### config.mk
export PLATFORM = sky130hd
export DESIGN_NAME = req_queue4_flat
export DESIGN_NICKNAME = d
export VERILOG_FILES = /design/src/rtl/req_queue4_if.sv /design/src/rtl/req_queue4.sv /design/src/flat_wrapper.sv
export SDC_FILE = /design/constraint.sdc
export NUM_CORES = 1
export LEC_CHECK = 0
export ABC_AREA = 0
export BUFFER_PORTS_ARGS = -buffer_cell sky130_fd_sc_hd__buf_2
export CAP_MARGIN = 20
export CORE_AREA = 8 8 137 139
export CTS_CLUSTER_DIAMETER = 150
export CTS_CLUSTER_SIZE = 8
export DETAILED_ROUTE_END_ITERATION = 8
export DIE_AREA = 0 0 145 147
export HOLD_SLACK_MARGIN = 0.12
export MAX_ROUTING_LAYER = met4
export PLACE_DENSITY = 0.44
export SYNTH_ARGS = -nofsm -noshare
export SYNTH_HDL_FRONTEND = slang
export SYNTH_SLANG_ARGS = --single-unit
### constraint.sdc
create_clock -name clock -period 5.1 [get_ports clock]
set_clock_uncertainty 0.15 [all_clocks]
set_input_delay 0.51 -clock clock [delete_from_list [all_inputs] [get_ports clock]]
set_output_delay 0.51 -clock clock [all_outputs]
set_load 0.005 [all_outputs]
### src/rtl/req_queue4_if.sv
// Request-queue bus: per-requester push side, selector req/en/gnt loop and the issue register outputs.
interface req_queue4_if;
    logic [3:0]  in_valid;
    logic [31:0] in_tag;
    logic [3:0]  in_ready;
    logic [3:0]  req;
    logic        en;
    logic [3:0]  gnt;
    logic        out_stall;
    logic        out_valid;
    logic [1:0]  out_port;
    logic [7:0]  out_tag;
    logic [15:0] issue_count;

    modport master (
        output in_valid, in_tag, gnt, out_stall,
        input  in_ready, req, en, out_valid, out_port, out_tag, issue_count
    );

    modport slave (
        input  in_valid, in_tag, gnt, out_stall,
        output in_ready, req, en, out_valid, out_port, out_tag, issue_count
    );
endinterface

### src/rtl/req_queue4.sv
// Four 2-deep tag FIFOs feeding an external rotating-priority selector and a single issue register.
// Optional issue counter enabled by defining REQ_QUEUE_ISSUE_COUNT_EN.
module req_queue4 (
    input  logic         clock,
    input  logic         reset,
    req_queue4_if.slave  bus
);
    logic       alive;
    logic [1:0] cnt   [4];
    logic [7:0] slot0 [4];
    logic [7:0] slot1 [4];

    logic [3:0] ready_v;
    logic [3:0] req_v;
    logic [3:0] push;
    logic [3:0] live_gnt;
    logic [3:0] pop;
    logic [1:0] pop_idx;
    logic       any_pop;
    logic       en_v;

    logic       out_valid_q;
    logic [1:0] out_port_q;
    logic [7:0] out_tag_q;

    // alive keeps in_ready low until the first edge after reset release
    always_comb begin
        ready_v = 4'b0000;
        req_v   = 4'b0000;
        for (int i = 0; i < 4; i++) begin
            ready_v[i] = alive && (cnt[i] != 2'd2);
            req_v[i]   = (cnt[i] != 2'd0);
        end
    end

    assign en_v     = !(out_valid_q && bus.out_stall);
    assign push     = bus.in_valid & ready_v;
    assign live_gnt = bus.gnt & req_v & {4{en_v}};

    always_comb begin
        pop     = 4'b0000;
        pop_idx = 2'd0;
        casez (live_gnt)
            4'b???1: begin pop = 4'b0001; pop_idx = 2'd0; end
            4'b??10: begin pop = 4'b0010; pop_idx = 2'd1; end
            4'b?100: begin pop = 4'b0100; pop_idx = 2'd2; end
            4'b1000: begin pop = 4'b1000; pop_idx = 2'd3; end
            default: begin pop = 4'b0000; pop_idx = 2'd0; end
        endcase
    end

    assign any_pop = |pop;

    always_ff @(posedge clock or negedge reset) begin
        if (!reset) begin
            alive <= 1'b0;
            for (int i = 0; i < 4; i++) begin
                cnt[i]   <= 2'd0;
                slot0[i] <= 8'h00;
                slot1[i] <= 8'h00;
            end
        end else begin
            alive <= 1'b1;
            for (int i = 0; i < 4; i++) begin
                case ({push[i], pop[i]})
                    2'b10: begin
                        if (cnt[i] == 2'd0) slot0[i] <= bus.in_tag[8*i +: 8];
                        else                slot1[i] <= bus.in_tag[8*i +: 8];
                        cnt[i] <= cnt[i] + 2'd1;
                    end
                    2'b01: begin
                        slot0[i] <= slot1[i];
                        cnt[i]   <= cnt[i] - 2'd1;
                    end
                    // push+pop only happens at depth 1: new tag becomes the head
                    2'b11: slot0[i] <= bus.in_tag[8*i +: 8];
                    default: ;
                endcase
            end
        end
    end

    always_ff @(posedge clock or negedge reset) begin
        if (!reset) begin
            out_valid_q <= 1'b0;
            out_port_q  <= 2'd0;
            out_tag_q   <= 8'h00;
        end else if (en_v) begin
            out_valid_q <= any_pop;
            if (any_pop) begin
                out_port_q <= pop_idx;
                out_tag_q  <= slot0[pop_idx];
            end
        end
    end

`ifdef REQ_QUEUE_ISSUE_COUNT_EN
    logic [15:0] issue_cnt_q;

    always_ff @(posedge clock or negedge reset) begin
        if (!reset) begin
            issue_cnt_q <= 16'h0000;
        end else if (en_v && any_pop && (issue_cnt_q != 16'hFFFF)) begin
            issue_cnt_q <= issue_cnt_q + 16'd1;
        end
    end

    assign bus.issue_count = issue_cnt_q;
`else
    assign bus.issue_count = 16'h0000;
`endif

    assign bus.in_ready  = ready_v;
    assign bus.req       = req_v;
    assign bus.en        = en_v;
    assign bus.out_valid = out_valid_q;
    assign bus.out_port  = out_port_q;
    assign bus.out_tag   = out_tag_q;
endmodule

### src/flat_wrapper.sv
// flat-port wrapper written by rule: the top's interface ports become plain ports
module req_queue4_flat 
  (clock, reset, bus_in_valid, bus_in_tag, bus_gnt, bus_out_stall, bus_in_ready, bus_req, bus_en, bus_out_valid, bus_out_port, bus_out_tag, bus_issue_count);
  req_queue4_if bus_i ();
  input  logic clock;
  input  logic reset;
  input wire logic [$bits(bus_i.in_valid)-1:0] bus_in_valid;
  input wire logic [$bits(bus_i.in_tag)-1:0] bus_in_tag;
  input wire logic [$bits(bus_i.gnt)-1:0] bus_gnt;
  input wire logic [$bits(bus_i.out_stall)-1:0] bus_out_stall;
  output wire logic [$bits(bus_i.in_ready)-1:0] bus_in_ready;
  output wire logic [$bits(bus_i.req)-1:0] bus_req;
  output wire logic [$bits(bus_i.en)-1:0] bus_en;
  output wire logic [$bits(bus_i.out_valid)-1:0] bus_out_valid;
  output wire logic [$bits(bus_i.out_port)-1:0] bus_out_port;
  output wire logic [$bits(bus_i.out_tag)-1:0] bus_out_tag;
  output wire logic [$bits(bus_i.issue_count)-1:0] bus_issue_count;
  assign bus_i.in_valid = bus_in_valid;
  assign bus_i.in_tag = bus_in_tag;
  assign bus_i.gnt = bus_gnt;
  assign bus_i.out_stall = bus_out_stall;
  assign bus_in_ready = bus_i.in_ready;
  assign bus_req = bus_i.req;
  assign bus_en = bus_i.en;
  assign bus_out_valid = bus_i.out_valid;
  assign bus_out_port = bus_i.out_port;
  assign bus_out_tag = bus_i.out_tag;
  assign bus_issue_count = bus_i.issue_count;
  req_queue4 u_core (.clock(clock), .reset(reset), .bus(bus_i));
endmodule
==> results of run 1 <==
-- logic make-up (layout without fill, tap and decap cells) --
group	count (synthesis)	count (layout)
mux	72	72
flops	84	84
xor+xnor	12	12
fa+ha+maj	11	11
simple gates	60	60
other cells	2	17
buf+inv	55	101
compound gates	74	74
-- flip-flops by register name, summed over array words and instances (netlist names) --
name	count
u_core.bus.out_tag	8
u_core.bus.out_port	2
u_core.bus.out_valid	1
u_core.alive	1
u_core.cnt	8
u_core.slot0	32
u_core.slot1	32
-- power by group --
group	switching [mW]	internal [mW]
clock	0.263	0.342
sequential	0.215	0.997
combinational	0.464	0.469
-- worst max-delay path by stage --
stage	slack (ns)	to	from
2_1_floorplan	2.48	u_core.slot0[0]	bus_gnt[3]
3_3_place_gp	1.97	u_core.slot0[2]	bus_out_stall
3_5_place_dp	1.90	u_core.slot0[4]	bus_out_stall
4_1_cts	2.13	u_core.slot0[4]	u_core.bus.out_valid
5_1_grt	1.88	u_core.slot0[16]	u_core.bus.out_valid
6_report	2.18	u_core.slot0[6]	u_core.bus.out_valid
-- layout by cell type (no fill, tap or decap), drive strengths merged, types with 2 or more instances in the layout --
| cell | instances |
|---|---|
| or2 | 4 |
| inv | 21 |
| clkinv | 2 |
| mux2i | 24 |
| clkinvlp | 2 |
| clkbuf | 12 |
| a21boi | 4 |
| nor2 | 3 |
| o221ai | 8 |
| ha | 11 |
| o21a | 4 |
| nand2b | 4 |
| a211oi | 8 |
| xnor2 | 5 |
| o21ai | 37 |
| conb | 17 |
| and2 | 2 |
| a22oi | 8 |
| and3 | 9 |
| dfrtp | 84 |
| xor2 | 7 |
| buf | 63 |
| mux2 | 48 |
| nand2 | 37 |
-- what timing repair did --
item,CTS,global route
hold endpoints to repair,0,13
gates resized for setup,0,0
hold buffers,0,1
-- metrics by stage --
stage	util	std cells	setup WS, ns	hold WS [ns]	total power [mW]
after CTS	0.294	654	2.13	0.249	2.80
after detailed placement	0.278	638	1.90	0.327	2.17
after global routing	0.296	656	1.88	0.256	2.97
after global placement	0.278	638	1.97	0.325	2.14
final	0.296	656	2.18	0.261	2.75
after floorplan	-	385	2.48	0.0644	1.89
-- area by class of cell --
type	count	area share
clock buffer	12	0.0496
clock inverter	4	0.00504
inverter	21	0.0159
multi-input combinational	246	0.379
sequential	84	0.423
tap	225	0.0567
timing repair buffer	64	0.0705
-- layer usage --
layer,up-vias,wire length (um),track usage
met2,61,4740,0.155
li1,1362,-,-
met3,12,426,0.0252
met5,-,0,-
met4,0,177,0.0458
met1,1375,4610,0.121
-- worst reg2reg max path: cells and delay by family, from the launching register on --
family / cells / cell delay, ns
fa+ha+maj: 1 / 0.42
buf+inv: 1 / 0.09
simple gates: 3 / 1.13
mux: 2 / 0.66
flops: 1 / 0.37
==> metrics.md, run 1 <==
| Metric | Value |
|---|---|
| Number of global-route vias before repair | 2980 |
| Simple-gate share of the synthesized area | 0.0655 |
| Summed instance area of the synthesized netlist | 4220 um2 |
| CP endpoint kind | register |
| CTS sink count | 84 |
| Outcome | finished clean |
| Placer's final routability congestion estimate | 0.687 |
| Largest family of logic cells by synthesized area | multiplexers |
| Cells taking the most area after synthesis | sky130_fd_sc_hd__dfrtp_1 50%, sky130_fd_sc_hd__mux2_2 13%, sky130_fd_sc_hd__mux2i_1 5.7% |
| CTS tree | yes |
| Endpoint of the worst hold-timing path | u_core.slot1[13] |
| Share of flip-flops with an asynchronous set or reset after synthesis | 1.00 |
| Placed wire-length estimate after detailed placement | 7.54 mm |
| Worst max-slew margin expressed relative to the limit | 0.589 |
| Number of warnings reported in the yosys synthesis log | 0 |
| Logic depth of the worst register-to-register path | 7 |
| Leakage power figure | 2.24 nW |
| Routed Antenna Nets | 0 |
| Routed wire length | 9.96 mm |
| Floorplan die area | 21300 um2 |
| Synth-to-layout area growth | 17.7% |
| # IOs | 79 |
| Sequential cell area fraction in the yosys report | 0.498 |
| Maximum number of pins on one net before global-route repair | 85 |
| Critical Path AT | 3.00 ns |
| # fillers | 1727 |
| Share of the synthesized area in the top cell type | 0.498 |
| Post-Synth XOR/XNOR Area | 0.0249 |
| First-pass GRT wire length | 16.2 mm |
| Number of antenna violations at the first check in global routing | 0 |
| Data required time of the worst path | 5.18 ns |
| Post-route setup TNS | 0 ns |
| Hold path start | bus_in_tag[21] |
| Most common cell in the netlist | sky130_fd_sc_hd__dfrtp_1 |
| Minimum setup slack among reg-to-reg paths | 2.18 ns |
| 1st-iter DRT viols | 124 |
| Slowest cell on the critical path | sky130_fd_sc_hd__and2_1 |
| Final critical delay including setup and external delays | 2.92 ns |
| Cell type contributing the most total cell area after synthesis | sky130_fd_sc_hd__dfrtp_1 |
| Average wire per standard cell | 15.2 um |
| Count of flip-flops with a built-in enable after synthesis | 0 |
| Hold depth | 2 |
| Die Ht | 147 um |
| Area taken by multi-input logic gates | 1880 um2 |
| Max clock buf depth | 2 |
| Power density of the placed cells | 554 nW/um2 |
| Gate Count Post-Synth | 370 |
| Count of TritonRoute iterations in the first routing pass | 4 |
| Number of endpoints with negative hold slack in the final report | 0 |
| Max-capacitance violation count | 0 |
| Maximum level of the CTS H-tree | 3 |
| Footprint of the flip-flops and latches | 2100 um2 |
| Synth cell count leaders | 84 x sky130_fd_sc_hd__dfrtp_1, 48 x sky130_fd_sc_hd__mux2_2, 37 x sky130_fd_sc_hd__nand2_1 |
| Buffers & Inverters on Critical Path | 1 |
| Synthesized flop and latch total | 84 |
| Nature of the critical path startpoint | register |
| Worst min path class | input port to register |
| Total number of cells along the worst setup path | 7 |
| Maximum frequency from static timing analysis | 342 MHz |
| Number of endpoints failing setup at the final stage | 0 |
| Total number of vias | 2810 |
| Slew of the pin with the lowest slew margin | 0.617 ns |
| Final Cycle Share | 0.574 |
| Largest voltage drop on the vdd net | 0.165 mV |
| Setup repair bufs after CTS | 0 |
| Share of cell area taken by muxes after synthesis | 0.185 |
| Overall overflow remaining after global route | 0 |
| Dominant synthesized flop cell | sky130_fd_sc_hd__dfrtp_1 |
| Master cell of the clock root buffer | sky130_fd_sc_hd__clkbuf_16 |
| Maximum cell stage delay along the critical path | 0.58 ns |
| Critical path peak fanout | 17 |
| Post-place instance area | 4660 um2 |
| Number of antenna diodes | 0 |
| Clock transition at the registers of the reported paths | 0.06 ns |
| Ratio of routed vias to standard cells | 4.28 |
| Top cell family by delay on the critical path | simple AND/OR/NAND/NOR gates |
| Mean instance size in the synthesized netlist | 11.4 um2 |
| Adder and majority gate portion of the synthesized area | 0.0326 |
| Complex-gate fraction of the synthesized area | 0.123 |
| DR DRC count | 0 |
| Floorplan Core Area | 16800 um2 |
| Setup CP Type | register to register |
| Finished Cell Area | 4970 um2 |
| RSZ-0062 raised after global routing | false |
| Share of final-layout standard cells stronger than drive strength 1 | 0.318 |
| FF-to-FF Start | u_core.bus.out_valid |
| Initial core utilization | 0.252 |
| Number of nets in the layout | 480 |
| Die Span X | 145 um |
| Site Rows | 48 |
| Total GRT Usage | 0.0998 |
| Worst-skew pair later-pin latency | 0.34 ns |
| I/O Buffers | 62 |
| Number of CTS-inserted buffers | 9 |
| Count of cell types in the netlist | 36 |
| Cells traversed along the worst timing path | nand2_1 > and2_1 > nand2_1 > inv_1 > ha_1 > mux2_2 > mux2_2 |
| End of the worst register-to-register path | u_core.slot0[6] |
| Number of slew-limit violations in the final report | 0 |
(Power assumes the default switching activity.)
==> run 2: changes to the inputs <==
- ABC_AREA: 0 -> 1
- CORE_AREA: 8 8 137 139 -> 8 8 139 141
- DIE_AREA: 0 0 145 147 -> 0 0 147 149
- clock period: 5.1 -> 2.96 ns (I/O delays scaled with it)
==> metrics.md, run 2 <==
| Metric | Value |
|---|---|
| Number of endpoints failing setup at the final stage | 0 |
| Max-capacitance violation count | 0 |
| Placer's final routability congestion estimate | 0.813 |
| Logic depth of the worst register-to-register path | 11 |
| CTS sink count | 84 |
| FF-to-FF Start | u_core.bus.out_valid |
| Post-placement setup slack | 0.603 ns |
| Outcome | finished clean |
| Total placed cells including tap cells | 809 |
| Setup CP Type | register to register |
| Synthesized flop and latch total | 84 |
| Share of final-layout standard cells stronger than drive strength 1 | 0.171 |
| Switching power | 2.00 mW |
| Final critical delay including setup and external delays | 2.35 ns |
| Number of CTS-inserted buffers | 9 |
| Synth cell count leaders | 152 x sky130_fd_sc_hd__nand2_1, 84 x sky130_fd_sc_hd__dfrtp_1, 79 x sky130_fd_sc_hd__inv_1 |
| Most frequent standard cell in the layout excluding fill and tap cells | sky130_fd_sc_hd__nand2_1 |
| Maximum level of the CTS H-tree | 3 |
| Commonest cells after routing, fill and taps aside | 152 x sky130_fd_sc_hd__nand2_1, 84 x sky130_fd_sc_hd__dfrtp_1, 79 x sky130_fd_sc_hd__inv_1 |
| Dominant synthesized flop cell | sky130_fd_sc_hd__dfrtp_1 |
| Data required time of the worst path | 3.02 ns |
| DR DRC count | 0 |
| Post-layout worst setup margin | 0.606 ns |
| CP endpoint kind | register |
| Most common cell in the netlist | sky130_fd_sc_hd__nand2_1 |
| Timing endpoint of the critical path | u_core.slot0[2] |
| Power Internal | 3.05 mW |
| Crit path launch | u_core.bus.out_valid |
| Gate Count Post-Synth | 538 |
| Net switching share of the total power | 0.395 |
| Summed instance area of the synthesized netlist | 4390 um2 |
| Initial core utilization | 0.258 |
| Die Span X | 147 um |
| Sequential cell area fraction in the yosys report | 0.478 |
| Setup repair bufs after CTS | 0 |
| Max clock buf depth | 2 |
| Routed wire length | 10.9 mm |
| Count of flip-flops with a built-in enable after synthesis | 0 |
| I/O Buffers | 62 |
| Number of antenna violations at the first check in global routing | 0 |
| Overall overflow remaining after global route | 0 |
| Post-route setup TNS | 0 ns |
| Critical path peak fanout | 16 |
| Registers with the most flip-flops | u_core.slot0: 32 flops, u_core.slot1: 32 flops |
| Mean instance size in the synthesized netlist | 8.17 um2 |
| Routed Antenna Nets | 0 |
| End of the worst register-to-register path | u_core.slot0[2] |
| Share of the synthesized area in the top cell type | 0.478 |
| Number of endpoints with negative hold slack in the final report | 0 |
| Count of TritonRoute iterations in the first routing pass | 4 |
| Maximum frequency from static timing analysis | 425 MHz |
| Nature of the critical path startpoint | register |
| Total GRT Usage | 0.109 |
| Largest voltage drop on the vdd net | 0.345 mV |
| Number of slew-limit violations in the final report | 0 |
| Share of flip-flops with an asynchronous set or reset after synthesis | 1.00 |
| Seq pwr share | 0.388 |
| Slew of the pin with the lowest slew margin | 0.552 ns |
| 1st-iter DRT viols | 172 |
| Cell type contributing the most total cell area after synthesis | sky130_fd_sc_hd__dfrtp_1 |
| Number of global-route vias before repair | 3631 |
| Fin util | 0.320 |
| Average wire per standard cell | 12.7 um |
| Total number of vias | 3535 |
| Site Rows | 48 |
| Ratio of routed vias to standard cells | 4.12 |
| Synth-to-layout area growth | 24.3% |
| Count of non-filler cells in the finished layout | 857 |
| Maximum number of pins on one net before global-route repair | 85 |
| Critical Path AT | 2.42 ns |
| Number of antenna diodes | 0 |
| Leakage power figure | 2.82 nW |
| First-pass GRT wire length | 18.3 mm |
| Master cell of the clock root buffer | sky130_fd_sc_hd__clkbuf_16 |
| Hold depth | 3 |
| Number of nets in the layout | 682 |
| Count of cell types in the netlist | 29 |
| Clock transition at the registers of the reported paths | 0.06 ns |
| Cells taking the most area after synthesis | sky130_fd_sc_hd__dfrtp_1 48%, sky130_fd_sc_hd__nand2_1 13%, sky130_fd_sc_hd__o21ai_0 8.1% |
| RSZ-0062 raised after global routing | false |
| Worst max-slew margin expressed relative to the limit | 0.632 |
| Floorplan Core Area | 17100 um2 |
| Final Cycle Share | 0.795 |
| # IOs | 79 |
| Worst-skew pair later-pin latency | 0.34 ns |
| Power density of the placed cells | 924 nW/um2 |
| Worst min path class | input port to register |
| Number of warnings reported in the yosys synthesis log | 0 |
| Die Ht | 149 um |
| Comb pwr share | 0.406 |
| Floorplan die area | 21900 um2 |
| Share of power burned in the clock network | 0.206 |
| Minimum setup slack among reg-to-reg paths | 0.61 ns |
| CTS tree | yes |
| Placed wire-length estimate after detailed placement | 8.25 mm |
## run 2: cell count changes after synthesis, moves of 9 or more
cell                       previous run  this run
sky130_fd_sc_hd__mux2_2              48         0
sky130_fd_sc_hd__o211ai_1             0        14
sky130_fd_sc_hd__nand2_1             37       152
sky130_fd_sc_hd__and3_1               9         0
sky130_fd_sc_hd__o21ai_1              1        10
sky130_fd_sc_hd__inv_1               20        79
sky130_fd_sc_hd__mux2i_1             24         0
sky130_fd_sc_hd__nand3_1              0        26
sky130_fd_sc_hd__o21ai_0             33        71
## run 2: power by group through the flow
stage	combinational (mW)	clock, mW	sequential, mW
2_1_floorplan	1.50	0	1.92
3_3_place_gp	2.01	0	1.96
3_5_place_dp	2.06	0	1.98
4_1_cts	2.10	1.08	1.96
5_1_grt	2.39	1.12	2.03
6_report	2.05	1.04	1.96
## run 2: per-stage QoR
| step | hold slack [ns] | cell area (um2) | power, mW |
|---|---|---|---|
| after detailed placement | 0.318 | 4840 | 4.04 |
| after floorplan | -0.150 | 4450 | 3.42 |
| after CTS | 0.125 | 5430 | 5.15 |
| final | 0.128 | 5460 | 5.05 |
| after global routing | 0.122 | 5460 | 5.54 |
| after global placement | 0.310 | 4840 | 3.98 |
## run 2: how the worst min path moves through the flow
| stage | from | end | slack [ns] |
|---|---|---|---|
| after floorplan | reset | u_core.alive | -0.15 |
| after global placement | u_core.bus.out_port[1] | u_core.bus.out_port[1] | 0.31 |
| after detailed placement | u_core.bus.out_tag[0] | u_core.bus.out_tag[0] | 0.32 |
| after CTS | bus_in_tag[30] | u_core.slot1[6] | 0.12 |
| after global routing | bus_in_tag[30] | u_core.slot1[6] | 0.12 |
| final | bus_in_tag[30] | u_core.slot1[6] | 0.13 |
## run 2: metal layers
metal  up-vias  track usage  wire length, um
met1      1640        0.123             4960
met5         -            -                0
met2        63        0.182             5320
met3         8       0.0337              506
met4         0       0.0301              133
li1       1824            -                -
## run 2: layout make-up
class / instances / area [um2]
clock buffers: 13 / 260
clock inverters: 2 / 10.0
fillers: 1849 / 11600
inverters: 88 / 330
multi-input cells: 346 / 1790
flip-flops and latches: 84 / 2100
well taps: 225 / 282
repair buffers: 99 / 691
## run 2: kinds of logic (layout without fill, tap and decap cells)
kind of cell	Yosys count	after routing	share of synthesized area
XOR/XNOR	8	8	0.0160
other	2	17	0.00171
AND/OR/NAND/NOR	198	198	0.195
buffers and inverters	123	202	0.128
flip-flops	84	84	0.478
adder cells (fa/ha/maj)	11	11	0.0313
AO/OA/AOI/OAI	112	112	0.150
## run 2: what timing repair did
action                                  in CTS  in global routing
hold buffers                                32                  0
endpoints found under the setup margin       0                  0
hold endpoints to repair                   115                  0
gates resized for setup                      0                  0
## run 2: worst max-delay path, stage by stage, from the launching register on
cell and delay, ns:
sky130_fd_sc_hd__dfrtp_1 0.40, sky130_fd_sc_hd__nand2_4 0.17, sky130_fd_sc_hd__nand3_4 0.11, sky130_fd_sc_hd__nand2_2 0.14, sky130_fd_sc_hd__inv_2 0.05, sky130_fd_sc_hd__nand2_2 0.19, sky130_fd_sc_hd__inv_1 0.08, sky130_fd_sc_hd__ha_1 0.23
sky130_fd_sc_hd__inv_1 0.39, sky130_fd_sc_hd__nand2_1 0.10, sky130_fd_sc_hd__o211ai_1 0.11, sky130_fd_sc_hd__o21ai_1 0.09
